`src/rtl/dbus_arbiter.sv`:
```
// Round-robin arbiter sharing one D-bus slave port between NUM_MASTERS requesters.
// Optional WAIT-state watchdog enabled by defining DBUS_ARB_TIMEOUT_EN.
module dbus_arbiter #(
  parameter int NUM_MASTERS    = 2,
  parameter int ADDR_W         = 32,
  parameter int DATA_W         = 32,
  parameter int TIMEOUT_CYCLES = 1024
) (
  input  logic                          clk,
  input  logic                          rst,
  input  logic [NUM_MASTERS-1:0]        m_bstart,
  input  logic [NUM_MASTERS*ADDR_W-1:0] m_addr,
  input  logic [NUM_MASTERS*DATA_W-1:0] m_wdata,
  input  logic [NUM_MASTERS-1:0]        m_ttype,
  input  logic [NUM_MASTERS*2-1:0]      m_tsize,
  output logic [NUM_MASTERS-1:0]        m_gnt,
  output logic [NUM_MASTERS-1:0]        m_done,
  output logic [NUM_MASTERS-1:0]        m_err,
  output logic [DATA_W-1:0]             m_rdata,
  output logic                          s_bstart,
  output logic [ADDR_W-1:0]             s_addr,
  output logic [DATA_W-1:0]             s_wdata,
  output logic                          s_ttype,
  output logic [1:0]                    s_tsize,
  input  logic                          s_done,
  input  logic [DATA_W-1:0]             s_rdata,
  output logic [1:0]                    dbg_state_o
);

  // Handshake: a master holds m_bstart until its m_done pulse; the slave sees a
  // one-cycle s_bstart with stable fields and answers with a one-cycle s_done.
  localparam int PW = (NUM_MASTERS > 1) ? $clog2(NUM_MASTERS) : 1;

  localparam logic [1:0] ST_IDLE  = 2'd0;
  localparam logic [1:0] ST_ISSUE = 2'd1;
  localparam logic [1:0] ST_WAIT  = 2'd2;

  logic [1:0]             state_q, state_d;
  logic [PW-1:0]          ptr_q, ptr_d;
  logic [PW-1:0]          owner_q, owner_d;
  logic [NUM_MASTERS-1:0] gnt_q, gnt_d;
  logic                   sb_q, sb_d;
  logic [ADDR_W-1:0]      addr_q, addr_d;
  logic [DATA_W-1:0]      wdata_q, wdata_d;
  logic                   ttype_q, ttype_d;
  logic [1:0]             tsize_q, tsize_d;

  logic                   found;
  logic [PW-1:0]          winner;
  logic [PW-1:0]          next_ptr;
  logic                   tmo;
  logic                   fin;

  // First requester at or after ptr, wrapping modulo NUM_MASTERS.
  always_comb begin
    found  = 1'b0;
    winner = ptr_q;
    for (int k = 0; k < NUM_MASTERS; k++) begin
      if (!found && m_bstart[(int'(ptr_q) + k) % NUM_MASTERS]) begin
        found  = 1'b1;
        winner = PW'((int'(ptr_q) + k) % NUM_MASTERS);
      end
    end
  end

  assign next_ptr = (owner_q == PW'(NUM_MASTERS - 1)) ? '0 : owner_q + PW'(1);

`ifdef DBUS_ARB_TIMEOUT_EN
  logic [15:0] cnt_q;

  assign tmo = (state_q == ST_WAIT) && (cnt_q >= 16'(TIMEOUT_CYCLES));

  always_ff @(posedge clk or posedge rst) begin
    if (rst) begin
      cnt_q <= '0;
    end else if (state_q == ST_ISSUE) begin
      cnt_q <= '0;
    end else if (state_q == ST_WAIT && !s_done && !tmo) begin
      cnt_q <= cnt_q + 16'd1;
    end
  end

  // A coincident s_done is a normal completion and takes priority.
  assign m_err   = (tmo && !s_done) ? gnt_q : '0;
  assign m_rdata = (tmo && !s_done) ? DATA_W'(32'hDEAD_BEEF) : s_rdata;
`else
  logic unused_timeout;
  assign unused_timeout = (TIMEOUT_CYCLES == 0);
  assign tmo     = 1'b0;
  assign m_err   = '0;
  assign m_rdata = s_rdata;
`endif

  assign fin    = (state_q == ST_WAIT) && (s_done || tmo);
  assign m_done = fin ? gnt_q : '0;

  always_comb begin
    state_d = state_q;
    ptr_d   = ptr_q;
    owner_d = owner_q;
    gnt_d   = gnt_q;
    sb_d    = 1'b0;
    addr_d  = addr_q;
    wdata_d = wdata_q;
    ttype_d = ttype_q;
    tsize_d = tsize_q;
    case (state_q)
      ST_IDLE: begin
        if (found) begin
          owner_d = winner;
          addr_d  = m_addr[winner*ADDR_W +: ADDR_W];
          wdata_d = m_wdata[winner*DATA_W +: DATA_W];
          ttype_d = m_ttype[winner];
          tsize_d = m_tsize[winner*2 +: 2];
          gnt_d   = {{(NUM_MASTERS-1){1'b0}}, 1'b1} << winner;
          sb_d    = 1'b1;
          state_d = ST_ISSUE;
        end
      end
      ST_ISSUE: state_d = ST_WAIT;
      ST_WAIT: begin
        if (fin) begin
          state_d = ST_IDLE;
          ptr_d   = next_ptr;
          gnt_d   = '0;
        end
      end
      default: begin
        state_d = ST_IDLE;
        gnt_d   = '0;
      end
    endcase
  end

  always_ff @(posedge clk or posedge rst) begin
    if (rst) begin
      state_q <= ST_IDLE;
      ptr_q   <= '0;
      owner_q <= '0;
      gnt_q   <= '0;
      sb_q    <= 1'b0;
      addr_q  <= '0;
      wdata_q <= '0;
      ttype_q <= 1'b0;
      tsize_q <= 2'd0;
    end else begin
      state_q <= state_d;
      ptr_q   <= ptr_d;
      owner_q <= owner_d;
      gnt_q   <= gnt_d;
      sb_q    <= sb_d;
      addr_q  <= addr_d;
      wdata_q <= wdata_d;
      ttype_q <= ttype_d;
      tsize_q <= tsize_d;
    end
  end

  assign m_gnt       = gnt_q;
  assign s_bstart    = sb_q;
  assign s_addr      = addr_q;
  assign s_wdata     = wdata_q;
  assign s_ttype     = ttype_q;
  assign s_tsize     = tsize_q;
  assign dbg_state_o = state_q;

endmodule

```
`config.mk`:
```
export PLATFORM = sky130hd
export DESIGN_NAME = dbus_arbiter
export DESIGN_NICKNAME = d
export VERILOG_FILES = /design/src/rtl/dbus_arbiter.sv
export SDC_FILE = /design/constraint.sdc
export NUM_CORES = 1
export LEC_CHECK = 0
export ABC_AREA = 1
export CAP_MARGIN = 30
export CORE_UTILIZATION = 37
export CTS_CLUSTER_SIZE = 14
export DETAILED_ROUTE_END_ITERATION = 8
export PLACE_DENSITY_LB_ADDON = 0.1
export SLEW_MARGIN = 0
export SYNTH_ARGS = -nofsm -noshare
export SYNTH_HDL_FRONTEND = slang
export SYNTH_SLANG_ARGS = --single-unit
```
`constraint.sdc`:
```
create_clock -name clk -period 2.3 [get_ports clk]
set_input_delay 0.23 -clock clk [delete_from_list [all_inputs] [get_ports clk]]
set_output_delay 0.23 -clock clk [all_outputs]
set_load 0.01 [all_outputs]
```
==> Yosys cells after proc, flatten, opt, wreduce, memory -nomap -nowiden <==
Index checks and enable logic that the tools add are counted.
{ "totals": {"input_bits": 171, "latchBits": 0, "mem_count": 0, "ram_bits": 0, "register_bits": 74, "word_cells": 51, "romBits": 0, "out_inout_bits": 108} }
{ "classes": {"muxes": 19, "n_bitwise": 2, "multipliers": 0, "n_addsub": 2, "n_shift": 4, "n_reduce_logical": 8, "order_cmp": 3, "div_mod_pow": 0, "n_eq_ne": 4} }
{ "ops": {"columns": ["cell", "count"], "rows": [
  ["64-bit by 7-bit variable part select with 32-bit output", 2],
  ["1-bit two-way mux", 13],
  ["2-bit one-hot mux with 3 select lines", 2],
  ["2-bit two-way mux", 4],
  ["2-bit AND reduction", 3],
  ["1-bit by 2-bit < comparator with 1-bit output, second input constant", 2],
  ["2-bit inequality test, second input constant", 2],
  ["4-bit by 3-bit variable part select with 2-bit output", 1],
  ["2-bit by 3-bit < comparator with 1-bit output, second input constant", 1],
  ["3-bit AND reduction", 1],
  ["1-bit adder, second input constant", 2],
  ["2-bit by 1-bit equality test with 1-bit output, second input constant", 1],
  ["2-bit equality test, second input constant", 1],
  ["1-bit logical AND", 2],
  ["2-bit zero test", 1],
  ["1-bit by 1-bit left shift with 2-bit output, first input constant", 1],
  ["1-bit bitwise AND, first input constant", 1],
  ["1-bit zero test", 1],
  ["1-bit inverter", 1]
]} }

==> Logic depth before layout (Yosys ltp) <==
Gate-level depths: netlist of the first run.
{ "depth": {"depth_word": 10, "depth_mapped": 7, "depth_no_buf": 6} }

==> Worst setup path after synthesis of the first run <==
Ideal clock, no wire load.
{ "synth_timing": {"kind": "flip-flop to flip-flop", "start": "reg state_q[0], in the netlist dbg_state_o[0]", "end": "reg addr_q[0], in the netlist s_addr[0]", "stages_incl_launch_ff": 7, "required_time_ps": 2183, "setup_slack_ps": 1106, "path_buffers": 2, "synth_period_minus_slack_ps": 1194, "setup_time_ps": 117, "arrival_ps": 1077, "cell_sequence": "dfrtp_1 > nor2_2 > o21ai_2 > buf_2 > buf_2 > nand2_1 > nand2_1"} }
{ "synth_between": {"elab_chain_len": 2} }
{ "synth_rtl": {"columns": ["item", "line_no", "source"], "rows": [
  ["start: declaration", "38", "logic [1:0] state_q, state_d;"],
  ["start signal: assignment", "147", "state_q <= state_d;"],
  ["2-bit zero test", "107", "case (state_q)"],
  ["2-bit AND reduction (no source line)", null, null],
  ["end signal: assignment", "152", "addr_q <= addr_d;"],
  ["end: declaration", "43", "logic [ADDR_W-1:0] addr_q, addr_d;"]
]} }
Every way passes these cells.
A chain may end at the register's enable or synchronous reset.

==> Final worst setup path of the first run <==
{ "layout_timing": {"start": "reg state_q[0], in the netlist dbg_state_o[0]", "end": "out m_done[1]"} }
{ "layout_between": {"elab_chain_len": 3} }
{ "layout_rtl": {"columns": ["item", "line_no", "source"], "rows": [
  ["2-bit equality test", "94", "assign fin = (state_q == ST_WAIT) && (s_done || tmo);"],
  ["1-bit logical AND", "94", null],
  ["2-bit two-way mux", "95", "assign m_done = fin ? gnt_q : '0;"],
  ["end: declaration", "17", "output logic [NUM_MASTERS-1:0] m_done,"]
]} }
Every way passes these cells.

==> flow_metrics.env, run 1 <==
export IMPL_status="complete, but fails checks"
export IMPL_violations="DRC"
export IMPL_grt_pass1_vias=4231
export IMPL_yosys_area_top_type_share=0.421
export IMPL_cts_root_buf="clkbuf_16"
export IMPL_crit_type="reg -> out"
export IMPL_finalHoldViolations=0
export IMPL_synth_simple_gate_area_share=0.341
export IMPL_fin_nets=980
export IMPL_grt_usage=0.204
export IMPL_synth_area_leaders="dfrtp_1 42%, nand2_1 18%, nand3_1 16%"
export IMPL_ir_drop_mv=0.563
export IMPL_synthesis_area_sq_mm=0.00440
export IMPL_clkSinkCount=74
export IMPL_dr_pass1_iters=7
export IMPL_die_x_um=111
export IMPL_worstPathRequired_ns=2.07
export IMPL_min_period_ns=1.87
export IMPL_syn_avg_cell_area_sq_um=6.85
export IMPL_post_synth_top_area_cell="dfrtp_1"
export IMPL_antenna_left=0
export IMPL_tightest_slew_ns=0.541
export IMPL_powerDensity_mw_per_mm2=1180
export IMPL_drive_gt1_frac=0.0418
export IMPL_viasPerCell=4.49
export IMPL_post_dp_hpwl_mm=8.71
export IMPL_yosysUniqueCellTypes=16
export IMPL_rows=39
export IMPL_clk_path_buf_depth=2
export IMPL_drc=38
export IMPL_max_freq_mhz=536
export IMPL_grt_overflow=0
export IMPL_cts_tree="done"
export IMPL_cts_made_buffers=9
export IMPL_num_antenna_cells=0
export IMPL_clk_pin_slew_ns=0.06
export IMPL_hold_buffers=0
export IMPL_postCtsSetupRepairBufs=0
export IMPL_yosysMostFrequentCell="nand2_1"
export IMPL_ff2ff_path_depth=6
export IMPL_drv_cap=0
export IMPL_grt_max_degree=45
export IMPL_synth_xor_area_frac=0
export IMPL_slew_headroom=0.639
export IMPL_met2_wirelength_mm=5.82
export IMPL_htreeDepth=3
export IMPL_die_y_um=111
export IMPL_setup_tns_final_ns=0
export IMPL_critPathArrivalTime_ns=1.64
export IMPL_gp_congestion=0.796
export IMPL_ys_ff_latch=74
export IMPL_skew_ns=0.00811
export IMPL_portBuffers=212
export IMPL_leakage_nw=3.61
export IMPL_ys_seq_area_frac=0.421
export IMPL_synth_compound_area_frac=0.00654
export IMPL_antenna_found_initial=0
export IMPL_synthAdderAreaFrac=0
export IMPL_finalCritPeriodShare=0.812
export IMPL_synthArstFlopShare=1.00
export IMPL_wl_met1_mm=5.25
export IMPL_synthCells=643
export IMPL_fill_cells=1118
export IMPL_top_layer_used="met4"
export IMPL_startpoint_type="flop"
export IMPL_drt_iter0_markers=236
export IMPL_routed_wl_mm=12.3
export IMPL_start_util=0.382
export IMPL_yosys_top_cells_count="207 x nand2_1, 141 x inv_1, 137 x nand3_1"
export IMPL_drv_slew=0
export IMPL_cp_end_kind="output port"
export IMPL_fp_coreArea_sq_mm=0.0115
export IMPL_grt_pass1_wl_mm=20.3
export IMPL_synth_top_family_by_area="simple AND/OR/NAND/NOR gates"
export IMPL_synth_flop_cell="dfrtp_1"
export IMPL_hold_path_class="in -> async"
export IMPL_clk_latency_ns=0.32
export IMPL_r2r_end="s_addr[11]"
export IMPL_wl_met3_mm=1.03
export IMPL_reg2reg_slack_ns=0.77
export IMPL_syn_to_final_growth_pct=52.3
export IMPL_r2r_start="dbg_state_o[0]"
export IMPL_synthMuxAreaShare=0
export IMPL_setup_violations_final=0
export IMPL_yosysWarnings=0
export IMPL_cp_max_fo=4
export IMPL_rsz0062_at_grt="false"
export IMPL_cts_resized=0
export IMPL_die_area_sq_mm=0.0123
export IMPL_drt_wirelength_per_cell_um=12.8
export IMPL_p_total_mw=7.89
export IMPL_ios=279
export IMPL_synth_edf_count=0
export IMPL_num_vias=4299
kinds of logic after synthesis:
family | Yosys count
AND/OR/NAND/NOR | 351
buffers and inverters | 212
flip-flops | 74
AO/OA/AOI/OAI | 5
other | 1
layout by cell type, fill, tap and decap left out:
cell	instances
nor2_1	3
nor2_2	1
dfrtp_1	74
clkbuf_1	1
nand3b_1	1
o21ai_0	4
o21ai_4	1
nand2_2	3
clkdlybuf4s50_1	212
clkinv_2	1
buf_4	10
clkbuf_8	2
clkbuf_16	9
inv_1	140
nand3_1	137
conb_1	2
inv_2	1
bufinv_16	3
clkinvlp_4	1
buf_12	2
nand2_1	206
worst max-delay path by stage:
stage	startpoint	endpoint	slack [ns]	depth (start not counted)
final	dbg_state_o[0]	m_done[1]	0.43	3
after global routing	dbg_state_o[0]	m_done[0]	0.35	3
after CTS	dbg_state_o[0]	m_done[0]	0.41	3
after detailed placement	m_bstart[1]	s_addr[18]	0.42	8
after global placement	m_bstart[1]	s_addr[28]	0.47	8
after floorplan	rst	dbg_state_o[0]	0.19	1
layer usage:
layer | vias to the layer above | track usage
li1 | 2201 | -
met1 | 1901 | 0.254
met2 | 182 | 0.339
met3 | 15 | 0.0590
met4 | 0 | 0.0649
met5 | - | 0
metrics by stage:
stage               worst slack [ns]  utilization  instances  area [sq um]  hold slack (ns)
finish                         0.433        0.582        957          6700            0.336
global route                   0.353        0.582        957          6700            0.390
CTS                            0.407        0.582        957          6700            0.340
detailed placement             0.424        0.551        941          6350            0.460
global placement               0.468        0.551        941          6350            0.455
floorplan                      0.188            -        644          4410            0.432
area by class of cell:
class / instances / area, sq um / share of cell area
Multi-Input combinational cell: 358 / 1550 / 0.231
Clock buffer: 12 / 256 / 0.0383
Tap cell: 143 / 179 / 0.0267
Timing Repair Buffer: 224 / 2240 / 0.334
Inverter: 142 / 534 / 0.0797
Clock inverter: 4 / 97.6 / 0.0146
Sequential cell: 74 / 1850 / 0.276
registers in the layout (all words and copies together), names as in the netlist:
name and flops:
s_tsize 2, dbg_state_o 2, m_gnt 2, s_ttype 1, s_bstart 1, ptr_q 1, owner_q 1, s_wdata 32
s_addr 32
worst max-delay path, stage by stage (launching register included):
cell and delay [ns]:
dfrtp_1 0.40, nand3b_1 0.25, nor2_1 0.12, clkdlybuf4s50_1 0.54
power by group:
part / internal (mW) / switching, mW
sequential: 1.97 / 0.361
clock: 1.12 / 0.517
combinational: 1.92 / 2.01
total: 5.01 / 2.88
(Power assumes the default switching activity.)
==> run 2, diff against run 1 <==
CORE_UTILIZATION = 34   (was 37)
clock period = 1.61 ns   (was 2.3 ns; I/O delays follow)
==> run 2 against run 1 <==
  * The run now ends clean
  * Combinational power increased by 48%
  * Critical path depth unchanged
  * First-iteration DRC count decreased by 12%
==> flow_metrics.env, run 2 (synthesis results as in run 1) <==
export IMPL_hold_path_class="in -> async"
export IMPL_grt_usage=0.190
export IMPL_cp_slowest_cell="dfrtp_1"
export IMPL_drc=0
export IMPL_layout_commonest_cell="clkdlybuf4s50_1"
export IMPL_layout_common_cells="210 x clkdlybuf4s50_1, 206 x nand2_1, 140 x inv_1"
export IMPL_die_x_um=116
export IMPL_worstPathRequired_ns=1.45
export IMPL_die_area_sq_mm=0.0134
export IMPL_crit_chain="nand3b_1, nor2_1, dlygate4sd2_1"
export IMPL_dr_pass1_iters=4
export IMPL_post_dp_hpwl_mm=9.30
export IMPL_syn_to_final_growth_pct=54.7
export IMPL_start_util=0.349
export IMPL_placed_cells=976
export IMPL_max_stage_delay_ns=0.41
export IMPL_powerDensity_mw_per_mm2=1640
export IMPL_finalHoldViolations=0
export IMPL_cp_end_kind="output port"
export IMPL_status="completed"
export IMPL_crit_type="reg -> out"
export IMPL_rows=41
export IMPL_leakage_nw=3.65
export IMPL_drv_cap=0
export IMPL_r2r_start="dbg_state_o[0]"
export IMPL_die_y_um=116
export IMPL_cp_max_fo=4
export IMPL_fp_coreArea_sq_mm=0.0126
export IMPL_reg2reg_slack_ns=0.27
export IMPL_cts_root_buf="clkbuf_16"
export IMPL_antenna_left=0
export IMPL_cts_tree="done"
export IMPL_min_period_ns=1.48
export IMPL_skew_ns=0.00775
export IMPL_drv_slew=0
export IMPL_finalCritPeriodShare=0.922
export IMPL_htreeDepth=3
export IMPL_setup_tns_final_ns=0
export IMPL_grt_pass1_wl_mm=20.2
export IMPL_antenna_found_initial=0
export IMPL_routed_wl_mm=12.5
export IMPL_num_antenna_cells=0
export IMPL_drt_wirelength_per_cell_um=12.6
export IMPL_drt_iter0_markers=208
export IMPL_clk_pin_slew_ns=0.06
export IMPL_ios=279
export IMPL_rsz0062_at_grt="false"
export IMPL_gp_congestion=0.799
export IMPL_clkSinkCount=74
export IMPL_setup_violations_final=0
export IMPL_grt_pass1_vias=4255
export IMPL_grt_overflow=0
export IMPL_ir_drop_mv=0.723
export IMPL_viasPerCell=4.37
export IMPL_max_freq_mhz=674
export IMPL_ff2ff_path_depth=6
export IMPL_clk_latency_ns=0.32
export IMPL_stdcell_count=992
export IMPL_drive_gt1_frac=0.0500
export IMPL_startpoint_type="flop"
export IMPL_portBuffers=212
export IMPL_grt_max_degree=55
export IMPL_num_vias=4332
export IMPL_r2r_end="s_wdata[24]"
export IMPL_hold_buffers=0
export IMPL_fin_nets=986
export IMPL_clk_path_buf_depth=2
export IMPL_cts_made_buffers=9
export IMPL_critPathArrivalTime_ns=1.32
[run 2: cell count changes in the layout (fill, tap and decap cells not counted)]
cell | before | now
buf_12 | 2 | 8
clkinvlp_4 | 1 | 4
bufinv_16 | 3 | 1
clkdlybuf4s50_1 | 212 | 210
dlygate4sd2_1 | 0 | 2
clkbuf_1 | 1 | 0
clkbuf_8 | 2 | 1
clkinv_4 | 0 | 1
[run 2: report_power, final]
| part | switching, mW | internal, mW |
|---|---|---|
| clock network | 0.754 | 1.24 |
| logic | 2.90 | 2.91 |
| registers | 0.528 | 2.81 |
[run 2: worst max-delay path by stage]
stage,cells past startpoint,slack (ns),end,startpoint
5_1_grt,3,0.04,m_done[1],dbg_state_o[0]
2_1_floorplan,6,0.42,s_addr[0],dbg_state_o[0]
3_3_place_gp,4,0.05,m_done[0],s_done
4_1_cts,3,0.12,m_done[1],dbg_state_o[0]
3_5_place_dp,7,0.03,s_wdata[29],m_bstart[1]
6_report,3,0.13,m_done[1],dbg_state_o[0]
[run 2: layer usage]
metal | vias up | global-route usage | part of all wire
li1 | 2212 | - | -
met1 | 1931 | 0.229 | 0.43
met2 | 174 | 0.335 | 0.47
met3 | 15 | 0.0497 | 0.088
met4 | 0 | 0.0530 | 0.012
met5 | - | 0 | 0
[run 2: final cells by class]
type | instances | area, sq um
clock buffer | 10 | 239
multi-input combinational | 358 | 1550
timing repair buffer | 230 | 2350
tap | 172 | 215
sequential | 74 | 1850
inverter | 142 | 537
clock inverter | 6 | 66.3
fill | 1256 | 5810
[run 2: metrics by stage]
stage / util / hold slack (ns) / total power, mW / worst slack (ns) / area (sq um)
3_3_place_gp: 0.516 / 0.322 / 9.13 / 0.0462 / 6510
3_5_place_dp: 0.516 / 0.322 / 9.24 / 0.0263 / 6510
4_1_cts: 0.540 / 0.132 / 11.3 / 0.116 / 6810
2_1_floorplan: - / 0.356 / 6.30 / 0.416 / 4410
6_report: 0.540 / 0.129 / 11.1 / 0.125 / 6810
5_1_grt: 0.540 / 0.155 / 12.0 / 0.0444 / 6810
[run 2: critical path: cells and delay by family, from the launching register on]
family | cells | cell delay [ns]
flops | 1 | 0.41
buf+inv | 1 | 0.28
simple gates | 2 | 0.31
[run 2: timing repair]
action                                  CTS  global route
buffers inserted                          0             0
resized for setup                         2             0
endpoints found under the setup margin    2             0
==> run 3, diff against run 2 <==
CTS_CLUSTER_DIAMETER = 50   (was not set)
==> results of run 3 <==
No change in the layout: final DEF, timing and power equal those of run 2.
